<file path="src/rtl/ex_mem_stage.sv">
// EX/MEM pipeline register with a one-entry skid buffer, plus branch-taken
// pulse generation and a saturating taken-branch counter.
module ex_mem_stage #(
  parameter int DATA_W = 32
) (
  input  logic              clock,
  input  logic              reset,
  input  logic              flush,
  input  logic              in_valid,
  output logic              in_ready,
  input  logic [DATA_W-1:0] alu_result,
  input  logic              zero_flag,
  input  logic              branch,
  input  logic [DATA_W-1:0] branch_target,
  input  logic [DATA_W-1:0] store_data,
  input  logic [4:0]        rd_addr,
  input  logic              reg_write,
  input  logic              mem_read,
  input  logic              mem_write,
  output logic              out_valid,
  input  logic              out_ready,
  output logic [DATA_W-1:0] out_alu_result,
  output logic [DATA_W-1:0] out_store_data,
  output logic [4:0]        out_rd_addr,
  output logic              out_reg_write,
  output logic              out_mem_read,
  output logic              out_mem_write,
  output logic              branch_taken,
  output logic [DATA_W-1:0] branch_pc,
  output logic [15:0]       taken_count
);

  typedef struct packed {
    logic [DATA_W-1:0] alu;
    logic [DATA_W-1:0] sdata;
    logic [4:0]        rd;
    logic              rw;
    logic              mr;
    logic              mw;
  } pld_t;

  function automatic logic [15:0] sat_inc(input logic [15:0] c);
    return (c == 16'hFFFF) ? c : c + 16'd1;
  endfunction

  logic              main_valid_q, main_valid_d;
  logic              skid_valid_q, skid_valid_d;
  pld_t              main_pld_q, main_pld_d;
  pld_t              skid_pld_q, skid_pld_d;
  logic              branch_taken_q, branch_taken_d;
  logic [DATA_W-1:0] branch_pc_q, branch_pc_d;
  logic [15:0]       taken_count_q, taken_count_d;

  pld_t in_pld;
  logic accept, drain, take;

  always_comb begin
    in_pld = {alu_result, store_data, rd_addr, reg_write, mem_read, mem_write};
    accept = in_valid & ~skid_valid_q;
    drain  = main_valid_q & out_ready;
    // A flushed accept must not leave any trace, including its branch pulse.
    take   = accept & branch & zero_flag & ~flush;

    main_valid_d = main_valid_q;
    skid_valid_d = skid_valid_q;
    main_pld_d   = main_pld_q;
    skid_pld_d   = skid_pld_q;

    if (flush) begin
      main_valid_d = 1'b0;
      skid_valid_d = 1'b0;
    end else if (drain && skid_valid_q) begin
      main_pld_d   = skid_pld_q;
      skid_valid_d = 1'b0;
    end else if (accept && (!main_valid_q || drain)) begin
      main_pld_d   = in_pld;
      main_valid_d = 1'b1;
    end else if (accept) begin
      skid_pld_d   = in_pld;
      skid_valid_d = 1'b1;
    end else if (drain) begin
      main_valid_d = 1'b0;
    end

    branch_taken_d = take;
    branch_pc_d    = take ? branch_target : branch_pc_q;
    taken_count_d  = take ? sat_inc(taken_count_q) : taken_count_q;
  end

  always_ff @(posedge clock or posedge reset) begin
    if (reset) begin
      main_valid_q   <= 1'b0;
      skid_valid_q   <= 1'b0;
      main_pld_q     <= '0;
      skid_pld_q     <= '0;
      branch_taken_q <= 1'b0;
      branch_pc_q    <= '0;
      taken_count_q  <= '0;
    end else begin
      main_valid_q   <= main_valid_d;
      skid_valid_q   <= skid_valid_d;
      main_pld_q     <= main_pld_d;
      skid_pld_q     <= skid_pld_d;
      branch_taken_q <= branch_taken_d;
      branch_pc_q    <= branch_pc_d;
      taken_count_q  <= taken_count_d;
    end
  end

  assign in_ready       = ~skid_valid_q;
  assign out_valid      = main_valid_q;
  assign out_alu_result = main_pld_q.alu;
  assign out_store_data = main_pld_q.sdata;
  assign out_rd_addr    = main_pld_q.rd;
  assign out_reg_write  = main_pld_q.rw;
  assign out_mem_read   = main_pld_q.mr;
  assign out_mem_write  = main_pld_q.mw;
  assign branch_taken   = branch_taken_q;
  assign branch_pc      = branch_pc_q;
  assign taken_count    = taken_count_q;

endmodule

</file>
<file path="config.mk">
export PLATFORM = sky130hd
export DESIGN_NAME = ex_mem_stage
export DESIGN_NICKNAME = d
export VERILOG_FILES = /design/src/rtl/ex_mem_stage.sv
export SDC_FILE = /design/constraint.sdc
export NUM_CORES = 1
export LEC_CHECK = 0
export ABC_CLOCK_PERIOD_IN_PS = 8100
export CAP_MARGIN = 25
export CELL_PAD_IN_SITES_DETAIL_PLACEMENT = 0
export CELL_PAD_IN_SITES_GLOBAL_PLACEMENT = 1
export CORE_MARGIN = 8
export CORE_UTILIZATION = 33
export DETAILED_ROUTE_END_ITERATION = 8
export PLACE_DENSITY = 0.75
export SKIP_LAST_GASP = 1
export SLEW_MARGIN = 20
export SYNTH_ARGS = -nofsm -noshare
export SYNTH_HDL_FRONTEND = slang
export SYNTH_SLANG_ARGS = --single-unit
</file>
<file path="constraint.sdc">
create_clock -name clock -period 8.1 [get_ports clock]
set_input_delay 2.43 -clock clock [delete_from_list [all_inputs] [get_ports clock]]
set_output_delay 2.43 -clock clock [all_outputs]
set_load 0.05 [all_outputs]
</file>
==> results of run 1 <==
[cells in the final DEF (no fill, tap or decap), types with 2 or more instances in the layout]
cell,synthesis,routed
nand3_1,8,6
clkbuf_16,0,17
inv_8,0,3
clkbuf_8,0,2
nand4_1,5,5
inv_6,0,4
and4_1,2,2
clkdlybuf4s50_1,0,233
buf_16,0,2
mux2i_1,72,72
xor2_1,10,10
dfrtp_1,195,195
nand2_1,105,105
buf_4,0,7
nor2_1,77,77
inv_1,4,3
and3_1,2,2
nand3_4,0,2
mux2_2,75,75
a21oi_1,73,73
clkinv_4,0,4
nor3_1,10,10
o21ai_0,3,3
and2_1,2,2
[registers in the layout, indices dropped and copies added, names as in the netlist]
signal / flops
out_rd_addr: 5
out_reg_write: 1
branch_taken: 1
out_alu_result: 32
taken_count: 16
skid_valid_q: 1
skid_pld_q: 72
branch_pc: 32
out_mem_write: 1
out_store_data: 32
out_valid: 1
out_mem_read: 1
[final cells by class]
cell class / instances / share of cell area
Clock inverter: 12 / 0.01221
Timing Repair Buffer: 242 / 0.2145
Multi-Input combinational cell: 456 / 0.2663
Inverter: 5 / 0.002310
Tap cell: 324 / 0.03564
Clock buffer: 20 / 0.04015
Sequential cell: 195 / 0.4289
[how the worst min path moves through the flow]
| stage | start | end | slack, ps |
|---|---|---|---|
| 5_1_grt | branch_pc[22] | branch_pc[22] | 510 |
| 4_1_cts | branch_pc[16] | branch_pc[16] | 480 |
| 3_3_place_gp | branch_pc[11] | branch_pc[11] | 460 |
| 3_5_place_dp | branch_pc[26] | branch_pc[26] | 460 |
| 6_report | branch_pc[16] | branch_pc[16] | 470 |
| 2_1_floorplan | skid_pld_q[0] | skid_pld_q[0] | 480 |
[cell families (layout without fill, tap and decap cells)]
kind of cell	Yosys count	after routing	share of synthesized area
XOR/XNOR	11	11	0.01194
AND/OR/NAND/NOR	219	219	0.1144
multiplexers	147	147	0.1940
flip-flops	195	195	0.6047
adder cells (fa/ha/maj)	1	1	0.001550
AO/OA/AOI/OAI	78	78	0.04946
buffers and inverters	42	279	0.02388
[per-stage QoR]
step | hold slack [ps] | power, mW | setup WS (ps)
final | 474.2 | 3.136 | 3754
after CTS | 482.3 | 3.182 | 3455
after global routing | 510.9 | 3.293 | 3605
after floorplan | 478.7 | 1.927 | 357.8
after global placement | 457.6 | 2.290 | 2967
after detailed placement | 461.5 | 2.307 | 2998
[metal layers]
| layer | vias to the layer above | routed length [µm] | track usage |
|---|---|---|---|
| met5 | - | 24 | 0 |
| li1 | 2804 | - | - |
| met2 | 183 | 9223 | 0.2112 |
| met4 | 4 | 210 | 0.04160 |
| met1 | 2783 | 9684 | 0.2008 |
| met3 | 18 | 2168 | 0.06347 |
[power by group through the flow]
stage / clock network (mW) / registers [mW] / logic, mW
floorplan: 0 / 1.69 / 0.236
global placement: 0 / 1.31 / 0.982
detailed placement: 0 / 1.32 / 0.990
CTS: 0.889 / 1.30 / 0.992
global route: 0.922 / 1.33 / 1.04
finish: 0.858 / 1.30 / 0.979
[tightest hold or removal path, cell delays in order (launching register included)]
cell     delay (ps)
dfrtp_1         350
nand2_1          50
nand2_1          50
==> run metrics, run 1 <==
# rows=57; CP startpoint=out_ready; Post-DP Area=0.01073 mm²; antenna-violating nets left=0; HPWL after detailed placement=14500 µm; Worst-path clk slew=about 70 ps; GRT overflow=0; clock latency on the worst-skew pair=between 400 and 500 ps; Slew HR=0.3762; max incr delay on CP=650 ps; kind of critical path=input port to flop; MaxCap Viol Count=0; Critical-path top delay cell=nand3_4; Synth Instances=693; area of the multi-input gates=0.003029 mm²; placed insts=1220; Final Cycle Share=0.5366; sequential share of power=0.414; Async S/R FF share, synth=1.000; largest area contributor in the netlist=dfrtp_1; total CTS buffers=17; clk_skew=around 14 ps; Sequential Area=0.004880 mm²; fill cell count=~2300; utilization after layout=0.4705; Reg2Reg Setup Slack=5790 ps; DRC violations left=0; Startpoint Class=input port; count leader, synth=dfrtp_1; count of different cell masters after synthesis=31; hold path depth=2; Worst Path Buf+Inv=2; Comb power frac=0.312; layout cells sized above 1=0.1312; die extent in y=between 150 and 200 µm; EDFF count, synth=0; CTS max path bufs=2; clock period minus worst slack=approximately 4300 ps; reg-to-reg critical path startpoint=out_valid; largest net degree at the start of global routing=between 90 and 100; Fmax=230.1 MHz; GR Util All Layers=0.1480; Yosys reg bits=195; vias in the first global route=slightly above 6000; post-synthesis sequential area ratio=0.6047; Max Slew Vio Count=0; post-CTS setup buffers=0; worst-path cell chain=clkdlybuf4s50_1 -> nand3_4 -> buf_4 -> mux2i_1 -> a21oi_1; Ys Warns=0; first-pass GRT wire length=34580 µm; CP Capture Type=flop; CTS tree=yes; CP endpoint=out_alu_result[0]; Pleak=5.381 nW; Sw Ratio=0.3593; Max VDD drop=around 0.11 mV; dominant cells by area after synthesis=dfrtp_1 60%, mux2_2 10%, mux2i_1 8.9%; clock power share=0.274; pwr dens=between 200 and 300 mW/mm²; Setup Total Neg Slack=0 ps; DIE AREA=about 0.030 mm²; Worst-Margin Slew=between 900 and 1000 ps; io pins=about 230; Via density=between 4 and 5; Mapped Area=approximately 0.0081 mm²; Initial Util=0.3337; CP max FO=40; wire per inst=16.99 µm; Core Region=0.02418 mm²; critical path depth in cells=5; drt total wl=21310 µm; RSZ-0062 raised after global routing=no; Avg Cell Area, Syn=roughly 12 µm²; Setup Viol. Count Final=0; worst path arrival time=between 4000 and 5000 ps; final instance area=0.01138 mm²; # hold bufs at CTS=0; non-filler instance count after layout=between 1000 and 1500; CTS HTree Levels=4; critical path's top delay family=buffers and inverters; CTS Sinks=approximately 200; # diodes=0; Internal=2.009 mW; Post-layout nets=1029; HP Class=flop to flop; Worst R2R End=out_alu_result[0]; Initial DRC Count=about 380; Psw=around 1.1 mW; initial antenna violation count=2; drt first pass iters=4; CP required=8360 ps; reg2reg path depth=4; Area Overhead vs Synth=40.98%; Die Wd=172.4 µm; Synth top cells by count=195 x dfrtp_1, 105 x nand2_1, 77 x nor2_1; Yosys top cell area share=0.6047; Post-Syn Nets=805; gpl congestion=0.7647; detailed-route via count=5792; count of input and output buffers=233; post-CTS sizing=0; status=completed; Final Hold Fails=0; root buf cell=clkbuf_16; top_reg_cell synth=dfrtp_1
(Power assumes the default switching activity.)
==> inputs of run 2 (changes only) <==
- ABC_CLOCK_PERIOD_IN_PS: 8100 -> 3700
- clock period: 8.1 -> 3.7 ns (I/O delays scaled with it)
==> run metrics, run 2 (synthesis gave the netlist of run 1 again) <==
status=completed (unchanged); Worst-path clk slew=80 ps (was 70 ps); Max Slew Vio Count=0 (unchanged); detailed-route via count=5754 (was 5792); reg-to-reg critical path startpoint=skid_valid_q (was out_valid); Max VDD drop=0.3138 mV (was 0.1086 mV); Biggest register=skid_pld_q (unchanged); Pleak=5.389 nW (was 5.381 nW); wire per inst=16.59 µm (was 16.99 µm); gpl congestion=0.8042 (was 0.7647); Worst R2R End=skid_pld_q[64] (was out_alu_result[0]); Slew HR=0.3635 (was 0.3762); Worst Path Buf+Inv=1 (was 2); Core Region=0.02418 mm² (unchanged); kind of critical path=flop to primary output (was input port to flop); die extent in y=172.4 µm (unchanged); pwr dens=601.0 mW/mm² (was 275.7 mW/mm²); GRT overflow=0 (unchanged); clk_skew=14.78 ps (was 13.97 ps); Startpoint Class=flop (was input port); count of input and output buffers=233 (unchanged); post-CTS sizing=0 (unchanged); CP endpoint=out_valid (was out_alu_result[0]); Fmax=339.1 MHz; max incr delay on CP=920 ps (was 650 ps); CP max FO=6 (was 40); Final Cycle Share=0.7971; max FFs per register=72 (unchanged); clock latency on the worst-skew pair=430 ps (about the same); # hold bufs at CTS=0 (unchanged); vias in the first global route=5987 (was 6106); Post-layout nets=1032 (was 1029); Critical-path top delay cell=clkdlybuf4s50_1 (was nand3_4); utilization after layout=0.4719 (was 0.4705); reg2reg path depth=4 (unchanged); HP Class=flop to flop (unchanged); DRC violations left=0 (unchanged); drt first pass iters=4 (unchanged); antenna-violating nets left=0 (unchanged); Worst-Margin Slew=954.7 ps (was 935.6 ps); layout cells sized above 1=0.1350 (was 0.1312); leading cell type in the layout, fill and taps excluded=clkdlybuf4s50_1 (unchanged); CP startpoint=out_valid (was out_ready); CP required=2590 ps (was 8360 ps); worst path arrival time=1840 ps (was 4610 ps); most frequent cells in the layout=233 x clkdlybuf4s50_1, 195 x dfrtp_1, 105 x nand2_1, 77 x nor2_1, 75 x mux2_2 (unchanged); Area Overhead vs Synth=41.40% (was 40.98%); Die Wd=172.4 µm (unchanged); Setup Total Neg Slack=0 ps (unchanged); worst-path cell chain=clkdlybuf4s50_1 (was clkdlybuf4s50_1 -> nand3_4 -> buf_4 -> mux2i_1 -> a21oi_1); Reg2Reg Setup Slack=1630 ps (was 5790 ps); drt total wl=20870 µm (was 21310 µm); Initial Util=0.3337 (unchanged); Final Hold Fails=0 (unchanged); CTS tree=yes (unchanged); largest net degree at the start of global routing=103 (was 95); Via density=4.574 (was 4.619); GR Util All Layers=0.1416 (was 0.1480); CTS HTree Levels=4 (unchanged); post-CTS setup buffers=0 (unchanged); total CTS buffers=17 (unchanged); first-pass GRT wire length=33110 µm (was 34580 µm); CTS max path bufs=2 (unchanged); CP Capture Type=primary output (was flop); # rows=57 (unchanged); RSZ-0062 raised after global routing=no (unchanged); root buf cell=clkbuf_16 (unchanged); critical path's top delay family=buffers and inverters (unchanged); DIE AREA=0.02971 mm² (unchanged); critical path depth in cells=1 (was 5); Initial DRC Count=291 (was 375); clock period minus worst slack=2949 ps; MaxCap Viol Count=0 (unchanged); initial antenna violation count=0 (was 2); CTS Sinks=195 (unchanged); HPWL after detailed placement=14550 µm (was 14500 µm); io pins=234 (unchanged); Setup Viol. Count Final=0 (unchanged)
==> run 2: metal layers <==
metal / global-route usage / wire length, µm
met5: 0 / 0
met4: 0.02924 / 121
met3: 0.06895 / 2353
met2: 0.2127 / 9234
met1: 0.1824 / 9157
==> run 2: worst min path at each step <==
stage                     slack (ps)  depth (start not counted)       endpoint     startpoint
after floorplan                  480                          1  skid_pld_q[0]  skid_pld_q[0]
after global placement           460                          2  branch_pc[22]  branch_pc[22]
after detailed placement         460                          2  branch_pc[16]  branch_pc[16]
after global routing             500                          2  branch_pc[20]  branch_pc[20]
final                            480                          2  branch_pc[10]  branch_pc[10]
after CTS                        480                          2  branch_pc[16]  branch_pc[16]
==> run 2: metrics by stage <==
stage                     hold slack [ps]  setup slack (ps)  cell area [µm²]  power, mW  cells
after CTS                           480.6             730.7            11410      6.957   1257
after detailed placement            462.5             473.9            10810      5.055   1225
after floorplan                     478.7             71.60             8073      4.220    693
after global routing                502.4             671.6            11410      7.196   1257
final                               482.9             750.6            11410      6.857   1258
after global placement              456.7             513.3            10810      5.023   1225
==> run 2: power breakdown <==
part	switching (mW)	total (mW)	internal, mW
registers	0.250	2.84	2.59
clock network	0.901	1.87	0.967
logic	1.33	2.15	0.819
total	2.49	6.86	4.37
==> run 2: layout make-up <==
type	instances	area, µm²
Fill cell	2232	12770
Sequential cell	195	4880
Multi-Input combinational cell	456	3029
Timing Repair Buffer	245	2472
Clock buffer	17	425.4
Tap cell	324	405.4
Clock inverter	15	172.7
Inverter	5	22.52
Antenna cell	1	2.502
